### src/rtl/ppu_pkg.sv
// ppu_pkg -- definitions shared by the PPU-side blocks.
//   DMA_STATES_t  : OAM DMA controller states
//   OAM_BASE_ADDR : first byte of OAM in the CPU address map
//   DMA_REG_ADDR  : MMIO address of the DMA source-page register
//   dma_src_fold  : maps a requested source page onto the page actually read
package ppu_pkg;

    typedef enum logic [1:0] {
        DMA_IDLE,
        DMA_START,
        DMA_XFER
    } DMA_STATES_t;

    localparam logic [15:0] OAM_BASE_ADDR = 16'hFE00;
    localparam logic [15:0] DMA_REG_ADDR  = 16'hFF46;

    // Pages E0h..FFh mirror C0h..DFh (echo RAM), so the DMA reads the mirror.
    function automatic logic [7:0] dma_src_fold(input logic [7:0] page);
        return (page >= 8'hE0) ? page - 8'h20 : page;
    endfunction

endpackage

### src/rtl/oam_dma_ctrl.sv
// oam_dma_ctrl -- OAM DMA engine. A CPU write to FF46 selects a source page
// and starts a copy of BYTES bytes from {page, 00h..} into OAM at FE00h.
// Ports:
//   clk, rst                  : clock, asynchronous active-low reset
//   ADDR, WR, MMIO_DATA_out   : CPU MMIO address, write strobe, write data
//   MMIO_DATA_in              : register readback (FFh for other addresses)
//   DMA_RD, DMA_ADDR          : source read strobe and address
//   DMA_DATA_in               : source data, valid one clock after DMA_RD
//   OAM_WR, OAM_ADDR, OAM_DATA: OAM write strobe, address and data
//   DMA_ACTIVE                : high while bytes are being copied
//   DMA_DONE                  : one-clock pulse after the last byte is written
module oam_dma_ctrl
    import ppu_pkg::*;
#(
    parameter int BYTES        = 160,
    parameter int CYC_PER_BYTE = 4,
    parameter int START_DLY    = 4
) (
    input  logic        clk,
    input  logic        rst,
    input  logic [15:0] ADDR,
    input  logic        WR,
    input  logic [7:0]  MMIO_DATA_out,
    output logic [7:0]  MMIO_DATA_in,
    output logic        DMA_RD,
    output logic [15:0] DMA_ADDR,
    input  logic [7:0]  DMA_DATA_in,
    output logic        OAM_WR,
    output logic [15:0] OAM_ADDR,
    output logic [7:0]  OAM_DATA,
    output logic        DMA_ACTIVE,
    output logic        DMA_DONE
);

    localparam int PH_W  = $clog2(CYC_PER_BYTE);
    localparam int DLY_W = (START_DLY > 0) ? $clog2(START_DLY + 1) : 1;

    localparam logic [PH_W-1:0]  PH_READ  = '0;
    localparam logic [PH_W-1:0]  PH_LATCH = PH_W'(1);
    localparam logic [PH_W-1:0]  PH_LAST  = PH_W'(CYC_PER_BYTE - 1);
    localparam logic [7:0]       IDX_LAST = 8'(BYTES - 1);
    localparam logic [DLY_W-1:0] DLY_END  = DLY_W'(START_DLY);

    DMA_STATES_t      state_q, state_d;
    logic [DLY_W-1:0] dly_q, dly_d;
    logic [PH_W-1:0]  phase_q, phase_d;
    logic [7:0]       idx_q, idx_d;
    logic [7:0]       src_hi_q, src_hi_d;
    logic [7:0]       data_q, data_d;
    logic [7:0]       reg_q, reg_d;
    logic             done_q, done_d;

    logic trigger;
    logic final_wr;
    logic dma_rd;
    logic oam_wr;

    assign trigger  = WR && (ADDR == DMA_REG_ADDR);
    assign final_wr = (state_q == DMA_XFER) && (phase_q == PH_LAST) && (idx_q == IDX_LAST);
    assign reg_d    = trigger ? MMIO_DATA_out : reg_q;

    always_comb begin
        // NOTE: every signal written here gets a default first, so no path
        // through the case/if chain can leave one unassigned and infer a latch.
        state_d  = state_q;
        dly_d    = dly_q;
        phase_d  = phase_q;
        idx_d    = idx_q;
        src_hi_d = src_hi_q;
        data_d   = data_q;
        done_d   = 1'b0;
        dma_rd   = 1'b0;
        oam_wr   = 1'b0;

        case (state_q)
            DMA_IDLE: ;
            DMA_START: begin
                if (dly_q == DLY_END) begin
                    state_d = DMA_XFER;
                    phase_d = '0;
                    idx_d   = '0;
                end else begin
                    dly_d = dly_q + 1'b1;
                end
            end
            DMA_XFER: begin
                dma_rd = (phase_q == PH_READ);
                if (phase_q == PH_LATCH) data_d = DMA_DATA_in;
                if (phase_q == PH_LAST) begin
                    oam_wr  = 1'b1;
                    phase_d = '0;
                    idx_d   = idx_q + 8'd1;
                    if (idx_q == IDX_LAST) begin
                        state_d = DMA_IDLE;
                        done_d  = 1'b1;
                    end
                end else begin
                    phase_d = phase_q + 1'b1;
                end
            end
            default: state_d = DMA_IDLE;
        endcase

        // A new trigger wins over everything: restart from START with the new
        // page. Only the very last write of a transfer is still allowed out,
        // but its DONE pulse is dropped.
        if (trigger) begin
            state_d  = DMA_START;
            dly_d    = '0;
            phase_d  = '0;
            idx_d    = '0;
            src_hi_d = dma_src_fold(MMIO_DATA_out);
            done_d   = 1'b0;
            dma_rd   = 1'b0;
            if (!final_wr) oam_wr = 1'b0;
        end
    end

    // NOTE: state registers use non-blocking assignments so every flop samples
    // the pre-edge values, independent of statement order.
    always_ff @(posedge clk or negedge rst) begin
        if (!rst) begin
            state_q  <= DMA_IDLE;
            dly_q    <= '0;
            phase_q  <= '0;
            idx_q    <= '0;
            src_hi_q <= '0;
            data_q   <= '0;
            reg_q    <= '0;
            done_q   <= 1'b0;
        end else begin
            state_q  <= state_d;
            dly_q    <= dly_d;
            phase_q  <= phase_d;
            idx_q    <= idx_d;
            src_hi_q <= src_hi_d;
            data_q   <= data_d;
            reg_q    <= reg_d;
            done_q   <= done_d;
        end
    end

    // Addresses and data are gated by their strobes so the buses sit at zero
    // whenever no access is in progress, including during reset.
    assign DMA_RD       = dma_rd;
    assign DMA_ADDR     = dma_rd ? {src_hi_q, idx_q} : 16'h0000;
    assign OAM_WR       = oam_wr;
    assign OAM_ADDR     = oam_wr ? (OAM_BASE_ADDR + {8'h00, idx_q}) : 16'h0000;
    assign OAM_DATA     = oam_wr ? data_q : 8'h00;
    assign DMA_ACTIVE   = (state_q == DMA_XFER);
    assign DMA_DONE     = done_q;
    assign MMIO_DATA_in = (ADDR == DMA_REG_ADDR) ? reg_q : 8'hFF;

endmodule

### config.mk
export PLATFORM = sky130hd
export DESIGN_NAME = oam_dma_ctrl
export DESIGN_NICKNAME = d
export VERILOG_FILES = /design/src/rtl/ppu_pkg.sv /design/src/rtl/oam_dma_ctrl.sv
export SDC_FILE = /design/constraint.sdc
export NUM_CORES = 1
export LEC_CHECK = 0
export BUFFER_PORTS_ARGS = -buffer_cell sky130_fd_sc_hd__buf_2
export CAP_MARGIN = 20
export CORE_MARGIN = 2
export CORE_UTILIZATION = 30
export CTS_CLUSTER_DIAMETER = 40
export DETAILED_ROUTE_END_ITERATION = 12
export SYNTH_ARGS = -nofsm -noshare
export SYNTH_HDL_FRONTEND = slang
export SYNTH_SLANG_ARGS = --single-unit
### constraint.sdc
create_clock -name clk -period 4.1 [get_ports clk]
set_input_delay 0.41 -clock clk [delete_from_list [all_inputs] [get_ports clk]]
set_output_delay 0.41 -clock clk [all_outputs]
set_load 0.005 [all_outputs]
==> flow_summary.json, run 1 <==
{
  "status": "complete, no violations",
  "share_seq_of_total_power_pct": 53.2,
  "max_freq_ghz": 0.371,
  "slew_headroom_pct": 47.5,
  "setup_viol": 0,
  "cts_tree": "yes",
  "grt_overflow": 0,
  "period_needed_ns": 2.70,
  "io_pins": 87,
  "drv_cap": 0,
  "portBuffers": 85,
  "timing.rr.start": "state_q[0]",
  "cts_num_sinks": 35,
  "yosysSeqAreaShare_pct": 42.0,
  "insertion_delay_ns": 0.29,
  "numCtsBuffers": 5,
  "yosysUniqueCellTypes": 42,
  "fin_util_pct": 38.6,
  "avgRoutedWirePerCell_um": 13.0,
  "yosysWarnings": 0,
  "total_leakage_power_nw": 1.47,
  "post-cts-setup-buffers": 0,
  "peakVddDrop_uv": 141,
  "r2r_end": "data_q[6]",
  "cts_hold_buffers": 0,
  "drc_errors": 0,
  "drtIter0Drc": 104,
  "setup_tns_ns": 0,
  "avgSynthCellArea_um2": 9.92,
  "cts_resized": 0,
  "async_flop_share_pct": 100,
  "antenna_found_initial": 0,
  "fillers": 691,
  "yosysMostFrequentCell": "dfrtp_1",
  "grt_pass1_wl_um": 7690,
  "clockPowerShare_pct": 41.7,
  "num_vias": 1787,
  "synth_area_leaders": "dfrtp_1, mux2_2, and3_1",
  "dieArea_um2": 7630,
  "firstDrtPassIters": 4,
  "grt_use_total_pct": 13.0,
  "start_util_pct": 30.8,
  "fin_total_pwr_uw": 661,
  "drv_slew": 0,
  "ctsHtreeMaxLevel": 2,
  "gp_congestion": 0.836,
  "diodes": 0,
  "cp_max_fo": 15,
  "synthFlopType": "dfrtp_1",
  "std_cell_rows": 30,
  "dp_worst_setup_slack_ns": 1.37,
  "clock-root-buffer": "clkbuf_8",
  "yosysTopAreaCell": "dfrtp_1",
  "critPathKind": "in -> out",
  "synth_common_cells": "dfrtp_1, and3_1, and2_1",
  "syn_area_um2": 2080,
  "p_sw_share_pct": 21.4,
  "timing.hold.ws_ns": 0.205,
  "die_height_um": 87.3,
  "final_antenna_net_count": 0,
  "synth-seq-cells": 35,
  "fin_worst_skew_ns": 0.00465,
  "setup_ws_ns": 1.40,
  "startpoint_type": "input pin",
  "cts_buffer_depth": 2,
  "holdCritPathClass": "in -> async",
  "routed_wl_um": 4770,
  "dp_hpwl_um": 3540,
  "tightest_slew_ns": 0.788,
  "synth_top_cell_area_share_pct": 42.0,
  "clk_transition_reported_paths_ns": 0.07,
  "reg2regPathDepth": 4,
  "power_density_nw_per_um2": 253,
  "area_delta_synth_final_pct": 25.2,
  "synth_edf_count": 0,
  "p_int_uw": 520,
  "die_x_um": 87.3,
  "rsz0062_at_grt": "no",
  "syn_inst": 210,
  "first_global_vias": 1577,
  "arrival_ns": 2.29,
  "required_ns": 3.69,
  "rrSetupSlack_ns": 2.29,
  "period_share_pct": 65.8,
  "avgViaCountPerCell": 4.86,
  "finalHoldViolations": 0,
  "syn_nets": 252,
  "comb_power_share_pct": 5.1,
  "drive_above_1_share_pct": 40.3,
  "crit_path_end_kind": "output pin",
  "p_sw_uw": 141,
  "grt_max_degree": 36,
  "nNetsFinal": 329,
  "core_um2": 6760
}
## power groups by stage
stage,clock network [mW],logic [mW],registers [mW]
4_1_cts,0.289,0.0352,0.351
2_1_floorplan,0,0.0101,0.358
3_5_place_dp,0,0.0352,0.358
5_1_grt,0.302,0.0390,0.352
6_report,0.276,0.0340,0.352
3_3_place_gp,0,0.0344,0.358
## critical path, stage by stage
cell,delay (ns)
buf_2,0.10
or4b_4,0.54
nor4_4,0.13
buf_4,0.23
and2_1,0.56
nor3_1,0.15
buf_2,0.17
## kinds of logic (layout without fill, tap and decap cells)
kind of cell	after synthesis	after routing	share of synthesized area, %
flops	35	35	42.0
other cells	1	1	0.180
buf+inv	27	105	7.69
xor+xnor	2	2	0.841
compound gates	25	25	7.27
simple gates	92	92	26.5
mux	21	21	11.2
fa+ha+maj	7	7	4.20
## flip-flops by register name, summed over array words and instances, names as in the netlist
signal    cells
DMA_DONE      1
data_q        8
dly_q         3
idx_q         8
phase_q       2
reg_q         3
src_hi_q      8
state_q       2
## per-stage QoR
step                      std cells  cell area (µm²)
after global routing            368             2610
after floorplan                 210             2080
after global placement          360             2500
after CTS                       368             2610
after detailed placement        360             2500
final                           368             2610
## layout by cell type (no fill, tap or decap), drive strengths merged
cell type  synthesis  routed
a211oi             1       1
a21oi             11      11
a22oi              1       1
a31oi              5       5
a41oi              1       1
and2              16      16
and3              18      18
and3b              1       1
and4               1       1
and4b              1       1
buf               15      88
clkbuf             3       7
clkinvlp           0       1
conb               1       1
dfrtp             35      35
ha                 7       7
inv                9       9
mux2              19      19
mux2i              2       2
nand2             10      10
nand2b             9       9
nand3              4       4
nand3b             2       2
nand4              6       6
nand4bb            1       1
nor2              12      12
nor2b              1       1
nor3               5       5
nor4               1       1
o211a              1       1
o21a               1       1
o21ai              4       4
or3                1       1
or4                2       2
or4b               1       1
xnor2              1       1
xor2               1       1
## metal layers
layer | vias up | track usage (%) | wire length (µm)
met5 | - | 0 | 0
met4 | 0 | 3.78 | 63
met3 | 5 | 3.13 | 343
met2 | 73 | 20.0 | 2160
met1 | 829 | 18.0 | 2200
li1 | 880 | - | -
## final cells by class
cell class / instances / area, µm² / area share (%)
inverters: 9 / 33.8 / 1.29
multi-input cells: 148 / 1050 / 40.1
flip-flops and latches: 35 / 876 / 33.6
clock inverters: 1 / 7.51 / 0.288
clock buffers: 7 / 96.3 / 3.69
repair buffers: 88 / 448 / 17.2
well taps: 80 / 100 / 3.84
## worst max-delay path by stage
stage                  from           end  slack (ns)  depth (start not counted)
floorplan           ADDR[5]  DMA_ADDR[10]        1.99                          6
global placement    ADDR[5]   OAM_ADDR[5]        1.38                          7
detailed placement  ADDR[5]   OAM_ADDR[5]        1.37                          7
CTS                 ADDR[5]   OAM_ADDR[5]        1.37                          7
global route        ADDR[5]   OAM_ADDR[5]        1.25                          7
finish              ADDR[5]   OAM_ADDR[5]        1.40                          7
Note: power is estimated with default switching activity, not from simulation.
==> inputs of run 2 (changes only) <==
--- a/config.mk
+++ b/config.mk
@@ -5,6 +5,7 @@
 export SDC_FILE = /design/constraint.sdc
 export NUM_CORES = 1
 export LEC_CHECK = 0
+export ABC_AREA = 1
 export BUFFER_PORTS_ARGS = -buffer_cell sky130_fd_sc_hd__buf_2
 export CAP_MARGIN = 20
 export CORE_MARGIN = 2
==> constraint.sdc (replaced) <==
create_clock -name clk -period 2.27 [get_ports clk]
set_input_delay 0.227 -clock clk [delete_from_list [all_inputs] [get_ports clk]]
set_output_delay 0.227 -clock clk [all_outputs]
set_load 0.005 [all_outputs]
==> run 2 against run 1 <==
- power rose to 2.7 times the previous value
- critical path depth unchanged
- via count up 22%
- critical path type is now reg -> out
- critical endpoint is now OAM_ADDR[9]
- largest power group unchanged
- highest routed layer unchanged
==> flow_summary.json, run 2 <==
{
  "status": "complete, no violations",
  "rrSetupSlack_ns": 0.78,
  "drive_above_1_share_pct": 32.4,
  "critPathKind": "reg -> out",
  "share_seq_of_total_power_pct": 44.6,
  "final_common_cell": "buf_2",
  "timing.hold.ws_ns": 0.0280,
  "yosysWarnings": 0,
  "gp_congestion": 0.861,
  "num_vias": 2184,
  "post-cts-setup-buffers": 0,
  "drv_cap": 0,
  "arrival_ns": 1.77,
  "rsz0062_at_grt": "no",
  "area_delta_synth_final_pct": 23.1,
  "period_needed_ns": 2.00,
  "first_global_vias": 1968,
  "finalHoldViolations": 0,
  "syn_area_um2": 2370,
  "synth_top_cell_area_share_pct": 36.9,
  "critPathTopFamily": "buffers and inverters",
  "fillers": 846,
  "top_regs": "data_q x8, idx_q x8, src_hi_q x8",
  "die_x_um": 92.9,
  "routedLengthMet1_um": 2470,
  "clk_transition_reported_paths_ns": 0.07,
  "routed_wl_um": 5140,
  "total_leakage_power_nw": 1.58,
  "avgSynthCellArea_um2": 7.27,
  "synth_area_leaders": "dfrtp_1, nand2_1, inv_1",
  "synthFlopType": "dfrtp_1",
  "r2r_end": "idx_q[2]",
  "io_pins": 87,
  "power_density_nw_per_um2": 614,
  "firstDrtPassIters": 4,
  "yosysUniqueCellTypes": 29,
  "cts_buffer_depth": 2,
  "period_share_pct": 88.2,
  "async_flop_share_pct": 100,
  "grt_overflow": 0,
  "peakVddDrop_uv": 225,
  "critPathBufInv": 4,
  "cts_tree": "yes",
  "yosysTopAreaCell": "dfrtp_1",
  "startpoint": "phase_q[0]",
  "grt_use_total_pct": 12.5,
  "startpoint_type": "flop",
  "routed.top_layer": "met4",
  "die_height_um": 92.9,
  "grt_pass1_wl_um": 8760,
  "cp_slowest_stage_delay_ns": 0.40,
  "clock-root-buffer": "clkbuf_8",
  "antenna_found_initial": 0,
  "synth_common_cells": "nand2_1, inv_1, nor2_1",
  "portBuffers": 85,
  "cts_resized": 0,
  "dieArea_um2": 8630,
  "tightest_slew_ns": 0.792,
  "numCtsBuffers": 5,
  "grt_max_degree": 36,
  "final_cell_mix": "buf_2, nand2_1, inv_1",
  "holdCritPathClass": "in -> async",
  "avgViaCountPerCell": 4.29,
  "setup_viol": 0,
  "final_antenna_net_count": 0,
  "syn_nets": 368,
  "p_sw_share_pct": 34.4,
  "p_sw_uw": 616,
  "slew_headroom_pct": 47.2,
  "p_int_mw": 1.18,
  "yosysSeqAreaShare_pct": 36.9,
  "critPathSlowestCell": "dfrtp_1",
  "avgRoutedWirePerCell_um": 10.1,
  "timing.rr.start": "dly_q[0]",
  "cts_num_sinks": 35,
  "insertion_delay_ns": 0.28,
  "yosysMostFrequentCell": "nand2_1",
  "ctsHtreeMaxLevel": 2,
  "setup_tns_ns": 0,
  "drtIter0Drc": 62,
  "comb_power_share_pct": 30.0,
  "required_ns": 2.04,
  "endpoint": "OAM_ADDR[9]",
  "max_freq_ghz": 0.500,
  "syn_inst": 326,
  "cts_hold_buffers": 0,
  "crit_chain": "ha_1, inv_1, nor2_1, o21ai_4, buf_4, inv_2, buf_2",
  "worst-path-stages": 7,
  "reg2regPathDepth": 11,
  "diodes": 0,
  "drv_slew": 0,
  "cp_max_fo": 17,
  "wl_met2_um": 2270,
  "synth_edf_count": 0,
  "std_cell_rows": 32,
  "clockPowerShare_pct": 25.4,
  "fin_worst_skew_ns": 0.00503,
  "drc_errors": 0,
  "core_um2": 7690,
  "route.met3.wl_um": 353,
  "nNetsFinal": 449,
  "dp_hpwl_um": 3960,
  "start_util_pct": 30.8,
  "synth-seq-cells": 35,
  "crit_path_end_kind": "output pin"
}
run 2: worst min-delay path by stage:
stage | start | end | slack, ns | depth (start not counted)
floorplan | rst | DMA_DONE | -0.07 | 0
global placement | rst | idx_q[2] | 0.36 | 1
detailed placement | rst | idx_q[2] | 0.37 | 1
CTS | rst | data_q[0] | 0.06 | 1
global route | rst | src_hi_q[1] | 0.11 | 1
finish | rst | data_q[0] | 0.03 | 1
run 2: cell type report:
class / count / area, µm² / area share [%]
tap: 102 / 128 / 4.37
multi-input combinational: 217 / 1150 / 39.5
inverter: 60 / 228 / 7.80
clock inverter: 1 / 5.00 / 0.172
timing repair buffer: 88 / 448 / 15.4
clock buffer: 6 / 82.6 / 2.83
sequential: 35 / 876 / 30.0
run 2: per-stage QoR:
| stage | total power [mW] | utilization, % | instances | setup slack [ns] | instance area, µm² |
|---|---|---|---|---|---|
| floorplan | 1.16 | - | 326 | 0.656 | 2370 |
| global placement | 1.35 | 36.8 | 502 | 0.604 | 2830 |
| detailed placement | 1.35 | 36.8 | 502 | 0.549 | 2830 |
| CTS | 1.82 | 38.0 | 509 | 0.244 | 2920 |
| global route | 1.95 | 38.0 | 509 | 0.0500 | 2920 |
| finish | 1.79 | 38.0 | 509 | 0.268 | 2920 |
run 2: cells by family after synthesis:
logic type | count (synthesis) | share of synthesized area (%)
other cells | 1 | 0.158
compound gates | 29 | 7.12
simple gates | 179 | 37.2
xor+xnor | 1 | 0.369
fa+ha+maj | 7 | 3.69
flops | 35 | 36.9
buf+inv | 74 | 14.5
run 2: power by group through the flow:
| stage | logic (mW) | registers, mW | clock network [mW] |
|---|---|---|---|
| final | 0.538 | 0.798 | 0.455 |
| after detailed placement | 0.542 | 0.812 | 0 |
| after global placement | 0.541 | 0.807 | 0 |
| after CTS | 0.545 | 0.799 | 0.479 |
| after floorplan | 0.372 | 0.788 | 0 |
| after global routing | 0.634 | 0.813 | 0.504 |
run 2: layer usage:
| metal | track usage, % | up-vias |
|---|---|---|
| met5 | 0 | - |
| met4 | 2.33 | 0 |
| met3 | 2.69 | 4 |
| met2 | 21.3 | 78 |
| met1 | 16.4 | 960 |
| li1 | - | 1142 |
